$ cat config.mk
export PLATFORM = sky130hd
export DESIGN_NAME = product_accumulator
export DESIGN_NICKNAME = d
export VERILOG_FILES = /design/src/rtl/product_accumulator.sv
export SDC_FILE = /design/constraint.sdc
export NUM_CORES = 1
export LEC_CHECK = 0
export ABC_AREA = 1
export ABC_CLOCK_PERIOD_IN_PS = 2700
export CORE_ASPECT_RATIO = 0.5
export CORE_MARGIN = 2
export CORE_UTILIZATION = 35
export CTS_CLUSTER_DIAMETER = 40
export DETAILED_ROUTE_END_ITERATION = 10
export GPL_TIMING_DRIVEN = 0
export PLACE_DENSITY = 0.55
export SETUP_SLACK_MARGIN = 0.5
export SKIP_LAST_GASP = 1
export SYNTH_ARGS = -nofsm -noshare
export SYNTH_HDL_FRONTEND = slang
export SYNTH_SLANG_ARGS = --single-unit
$ cat constraint.sdc
create_clock -name clk -period 2.7 [get_ports clk]
set_clock_uncertainty 0.2 [all_clocks]
set_input_delay 0.675 -clock clk [delete_from_list [all_inputs] [get_ports clk]]
set_output_delay 0.675 -clock clk [all_outputs]
set_load 0.03 [all_outputs]
$ cat src/rtl/product_accumulator.sv
// Accumulates a frame of signed Booth products with saturation, then streams the
// clamped sum out LSB byte first over a valid/ack handshake.
module product_accumulator #(
  parameter int unsigned ACC_W = 24
) (
  input  logic        clk,
  input  logic        rst,
  input  logic [15:0] prod,
  input  logic        prod_ready,
  input  logic [3:0]  count_n,
  input  logic        clr,
  output logic [7:0]  byte_out,
  output logic        byte_valid,
  input  logic        byte_ack,
  output logic        busy,
  output logic        overrun,
  output logic        sat
);

  localparam int unsigned NB    = ACC_W / 8;
  localparam int unsigned IDX_W = $clog2(NB + 1);
  localparam int unsigned CNT_W = 5;
  localparam int unsigned EXT_W = ACC_W - 15;

  localparam logic [0:0] ACCUM = 1'b0;
  localparam logic [0:0] SEND  = 1'b1;

  logic [0:0]       state_q, state_d;
  logic [ACC_W-1:0] acc_q, acc_d;
  logic [ACC_W-1:0] shift_q, shift_d;
  logic [CNT_W-1:0] cnt_q, cnt_d;
  logic [CNT_W-1:0] nlat_q, nlat_d;
  logic [IDX_W-1:0] idx_q, idx_d;
  logic             pr_q, pr_d;
  logic             armed_q, armed_d;
  logic             overrun_q, overrun_d;
  logic             sat_q, sat_d;

  logic             cap;
  logic [CNT_W-1:0] n_eff;
  logic [CNT_W-1:0] cnt_inc;
  logic [ACC_W:0]   sum_w;
  logic             ovf;
  logic [ACC_W-1:0] clamped;

  // Edge detect; armed_q blocks a level that was already high when reset released.
  assign cap     = prod_ready & ~pr_q & armed_q;
  assign n_eff   = (cnt_q == '0) ? ((count_n == 4'd0) ? CNT_W'(16) : CNT_W'(count_n)) : nlat_q;
  assign cnt_inc = cnt_q + CNT_W'(1);

  // One guard bit: overflow shows as disagreement of the top two sum bits.
  assign sum_w   = {acc_q[ACC_W-1], acc_q} + {{EXT_W{prod[15]}}, prod};
  assign ovf     = sum_w[ACC_W] ^ sum_w[ACC_W-1];
  assign clamped = !ovf ? sum_w[ACC_W-1:0] :
                   sum_w[ACC_W] ? {1'b1, {(ACC_W-1){1'b0}}} : {1'b0, {(ACC_W-1){1'b1}}};

  always_comb begin
    state_d   = state_q;
    acc_d     = acc_q;
    shift_d   = shift_q;
    cnt_d     = cnt_q;
    nlat_d    = nlat_q;
    idx_d     = idx_q;
    pr_d      = prod_ready;
    armed_d   = armed_q | ~prod_ready;
    overrun_d = overrun_q;
    sat_d     = sat_q;

    if (clr) begin
      state_d   = ACCUM;
      acc_d     = '0;
      shift_d   = '0;
      cnt_d     = '0;
      idx_d     = '0;
      overrun_d = 1'b0;
      sat_d     = 1'b0;
    end else begin
      case (state_q)
        ACCUM: begin
          if (cap) begin
            nlat_d = n_eff;
            if (ovf) sat_d = 1'b1;
            if (cnt_inc == n_eff) begin
              shift_d = clamped;
              acc_d   = '0;
              cnt_d   = '0;
              idx_d   = '0;
              state_d = SEND;
            end else begin
              acc_d = clamped;
              cnt_d = cnt_inc;
            end
          end
        end
        SEND: begin
          if (cap) overrun_d = 1'b1;
          if (byte_ack) begin
            if (idx_q == IDX_W'(NB - 1)) begin
              shift_d = '0;
              idx_d   = '0;
              state_d = ACCUM;
            end else begin
              shift_d = shift_q >> 8;
              idx_d   = idx_q + IDX_W'(1);
            end
          end
        end
        default: state_d = ACCUM;
      endcase
    end
  end

  always_ff @(posedge clk or posedge rst) begin
    if (rst) begin
      state_q   <= ACCUM;
      acc_q     <= '0;
      shift_q   <= '0;
      cnt_q     <= '0;
      nlat_q    <= '0;
      idx_q     <= '0;
      pr_q      <= 1'b0;
      armed_q   <= 1'b0;
      overrun_q <= 1'b0;
      sat_q     <= 1'b0;
    end else begin
      state_q   <= state_d;
      acc_q     <= acc_d;
      shift_q   <= shift_d;
      cnt_q     <= cnt_d;
      nlat_q    <= nlat_d;
      idx_q     <= idx_d;
      pr_q      <= pr_d;
      armed_q   <= armed_d;
      overrun_q <= overrun_d;
      sat_q     <= sat_d;
    end
  end

  assign byte_valid = (state_q == SEND);
  assign busy       = byte_valid;
  assign byte_out   = byte_valid ? shift_q[7:0] : 8'h00;
  assign overrun    = overrun_q;
  assign sat        = sat_q;

endmodule

==> load_flow_metrics.sql <==
INSERT INTO impl_metrics (metric_group, metric, value, unit) VALUES
('synthesis', 'synth_top_area_frac', '0.346', ''),
('final_layout', 'multiInputGateArea', '0.00397', 'mm2'),
('power', 'power.clock.fraction', '0.277', ''),
('die', 'fp.dieH', '86.0', 'um'),
('power', 'power.share.sequential', '0.243', ''),
('placement', 'i_o_buffers', '36', ''),
('power', 'totalPowerFinal', '4.73', 'mW'),
('die', 'die_width', '168', 'um'),
('timing', 'setup_viol', '0', ''),
('synthesis', 'async_reset_ff_frac', '1.00', ''),
('die', 'std_cell_rows', '29', ''),
('timing', 'report.final.slew_viol_count', '0', ''),
('timing', 'post_route_minimum_period', '2.54', 'ns'),
('global_routing', 'first_global_vias', '5137', ''),
('cts', 'cts_max_level', '3', ''),
('final_layout', 'mostFrequentLayoutCells', 'sky130_fd_sc_hd__nand2_1, sky130_fd_sc_hd__inv_1, sky130_fd_sc_hd__dfrtp_1', ''),
('global_routing', 'number_of_antenna_violations_at_the_first_check_in_global_routing', '0', ''),
('cts', 'cts.sink_count', '65', ''),
('worst_setup_path', 'endpoint_kind', 'register', ''),
('power', 'ir_drop', '0.317', 'mV'),
('flow_run', 'cap_viol_max_count', '0', ''),
('timing', 'max_clock_freq', '393', 'MHz'),
('synthesis', 'synth_flop_cell', 'sky130_fd_sc_hd__dfrtp_1', ''),
('placement', 'dpl.hpwl', '10100', 'um'),
('cts', 'tritoncts.num_buffers', '9', ''),
('worst_setup_path', 'critical_path_class', 'reg -> reg', ''),
('power', 'p_sw', '1.79', 'mW'),
('final_layout', 'num-nets-final', '880', ''),
('cts', 'ctsLongestPathBuffers', '2', ''),
('cts', 'clk_latency', '0.34', 'ns'),
('drt', 'detail_route.wl_per_cell', '16.4', 'um'),
('placement', 'pre_cts_slack', '-0.883', 'ns'),
('placement', 'placed_cells_incl_taps', '901', ''),
('power', 'power_leakage', '3.91', 'nW'),
('power', 'internal-power', '2.94', 'mW'),
('drt', 'drt_first_iter_violations', '267', ''),
('cts', 'path_clk_slew', '0.06', 'ns'),
('worst_setup_path', 'crit_fanout', '7', ''),
('synthesis', 'synth_nets', '746', ''),
('synthesis', 'synthDistinctLibCells', '32', ''),
('timing', 'worst_rel_slew_slack', '0.546', ''),
('timing', 'rsz0062_at_grt', 'yes', ''),
('final_layout', 'ff_latch_area', '0.00163', 'mm2'),
('timing', 'hold_violations_final', '0', ''),
('drt', 'viasPerCell', '5.13', ''),
('drt', 'drc_errors', '0', ''),
('die', 'floorplan.initialDensity', '0.365', ''),
('synthesis', 'yosys_warnings', '0', ''),
('worst_setup_path', 'critical_path_arrival', '2.61', 'ns'),
('power', 'p_comb_frac', '0.480', ''),
('die', 'io_pins', '37', ''),
('final_layout', 'final_layout_size_suffix_gt1_frac', '0.436', ''),
('worst_setup_path', 'worstPathRequired', '2.77', 'ns'),
('timing', 'tightestPinTransition', '0.680', 'ns'),
('outcome', 'outcome', 'completed', ''),
('cts', 'cts_tree', 'yes', ''),
('final_layout', 'area_growth', '67.3', '%'),
('synthesis', 'library_cell_occupying_the_most_area_in_the_post_synthesis_netlist', 'sky130_fd_sc_hd__dfrtp_1', ''),
('final_layout', 'num_antenna_cells', '0', ''),
('synthesis', 'ys_ff_latch', '65', ''),
('synthesis', 'syn_area_per_cell', '6.78', 'um2'),
('final_layout', 'most_common_cell_after_layout_fill_and_taps_aside', 'sky130_fd_sc_hd__nand2_1', ''),
('min_path', 'worstHoldPathType', 'reg -> reg', ''),
('synthesis', 'number_of_flops_mapped_to_enable_cells_by_yosys', '0', ''),
('final_layout', 'final_cells', '1003', ''),
('synthesis', 'synthCells', '694', ''),
('drt', 'detail_route.wirelength', '16500', 'um'),
('global_routing', 'gr-total-overflow', '0', ''),
('cts', 'cts.root.buffer_cell', 'sky130_fd_sc_hd__clkbuf_16', ''),
('synthesis', 'synthesis.area', '0.00470', 'mm2'),
('power', 'powerDensity', '601', 'mW/mm2');
==> synthesized netlist by cell type, types with 3 or more instances <==
library cell                 n
sky130_fd_sc_hd__buf_2       7
sky130_fd_sc_hd__nand2_1   249
sky130_fd_sc_hd__o21ai_1     4
sky130_fd_sc_hd__clkbuf_1    6
sky130_fd_sc_hd__xor2_1      7
sky130_fd_sc_hd__buf_6       4
sky130_fd_sc_hd__nand3_1   101
sky130_fd_sc_hd__nand2_2     4
sky130_fd_sc_hd__nand3b_1    3
sky130_fd_sc_hd__inv_1      76
sky130_fd_sc_hd__ha_1       26
sky130_fd_sc_hd__a21oi_1    29
sky130_fd_sc_hd__o21ai_0    14
sky130_fd_sc_hd__nand2_4     3
sky130_fd_sc_hd__xnor2_1    10
sky130_fd_sc_hd__nor3_1      4
sky130_fd_sc_hd__nor2_1     46
sky130_fd_sc_hd__nand4_1    15
sky130_fd_sc_hd__dfrtp_1    65
sky130_fd_sc_hd__nor2_4      3
==> power groups by stage <==
stage	combinational (mW)	clock, mW	sequential (mW)
6_report	2.27	1.31	1.15
5_1_grt	2.42	1.36	1.16
4_1_cts	2.05	1.31	1.15
3_5_place_dp	1.11	0	1.14
3_3_place_gp	1.11	0	1.14
2_1_floorplan	0.795	0	1.13
==> repair_timing <==
item / in CTS / in global routing
gates resized for setup: 342 / 81
gates cloned: 9 / 0
hold buffers: 0 / 0
pin swaps: 93 / 39
setup buffers: 68 / 9
endpoints found under the hold margin: 0 / 0
setup endpoints to repair: 69 / 66
==> critical path, stage by stage, from the launching register on <==
cell                      delay (ns)
sky130_fd_sc_hd__dfrtp_1        0.41
sky130_fd_sc_hd__ha_4           0.18
sky130_fd_sc_hd__fa_2           0.35
sky130_fd_sc_hd__nand2_2        0.09
sky130_fd_sc_hd__nand2_2        0.07
sky130_fd_sc_hd__nand3_2        0.06
sky130_fd_sc_hd__nand2_2        0.08
sky130_fd_sc_hd__nand2_2        0.08
sky130_fd_sc_hd__nand3_2        0.07
sky130_fd_sc_hd__nand2_2        0.10
sky130_fd_sc_hd__buf_6          0.12
sky130_fd_sc_hd__nand3_4        0.16
sky130_fd_sc_hd__buf_4          0.18
sky130_fd_sc_hd__buf_6          0.11
sky130_fd_sc_hd__nand2_4        0.05
sky130_fd_sc_hd__nand2_2        0.05
sky130_fd_sc_hd__a21oi_2        0.10
==> registers in the layout, summed over array words and instances, names as in the netlist <==
| name | cells |
|---|---|
| acc_q | 24 |
| armed_q | 1 |
| busy | 1 |
| cnt_q | 5 |
| idx_q | 2 |
| nlat_q | 5 |
| overrun | 1 |
| pr_q | 1 |
| sat | 1 |
| shift_q | 24 |
==> area by class of cell <==
| type | instances | share of cell area |
|---|---|---|
| plain buffers | 19 | 0.0269 |
| flip-flops and latches | 65 | 0.207 |
| clock buffers | 10 | 0.0291 |
| repair buffers | 122 | 0.156 |
| clock inverters | 6 | 0.0115 |
| inverters | 78 | 0.0380 |
| well taps | 170 | 0.0270 |
| multi-input cells | 533 | 0.505 |
==> metal layers <==
metal / GRT usage / wire length, um
met5: 0 / 0
met4: 0.0625 / 344
met3: 0.0461 / 873
met2: 0.381 / 7560
met1: 0.312 / 7720
==> through the flow <==
step	utilization	instance area, um2	hold WS, ns
2_1_floorplan	-	4820	0.227
3_3_place_gp	0.419	5390	0.239
3_5_place_dp	0.420	5410	0.243
4_1_cts	0.585	7540	0.257
5_1_grt	0.611	7870	0.270
6_report	0.611	7870	0.255
==> worst paths after layout <==
path,start,to,slack (ns),cells past startpoint
setup / recovery,acc_q[0]$_DFFE_PP0P_,sat$_DFFE_PP0P_,0.16,16
hold / removal,armed_q$_DFF_PP0_,armed_q$_DFF_PP0_,0.25,2
setup reg to reg,acc_q[0]$_DFFE_PP0P_,sat$_DFFE_PP0P_,0.16,16
hold reg to reg,armed_q$_DFF_PP0_,armed_q$_DFF_PP0_,0.25,2
max in group asynchronous,rst,cnt_q[0]$_DFFE_PP0P_,1.10,3
min in group asynchronous,rst,idx_q[1]$_DFFE_PP0P_,0.58,2
==> cell families (layout without fill, tap and decap cells) <==
| kind of cell | count (synthesis) | count (layout) | share of synthesized area |
|---|---|---|---|
| DFF | 65 | 65 | 0.346 |
| xor gates and xnor gates | 17 | 17 | 0.0317 |
| AOI/OAI and AO/OA | 54 | 54 | 0.0607 |
| buffers and inverters | 97 | 235 | 0.0873 |
| adders and majority gates | 27 | 27 | 0.0734 |
| and+or+nand+nor | 434 | 435 | 0.401 |
(Power assumes the default switching activity.)
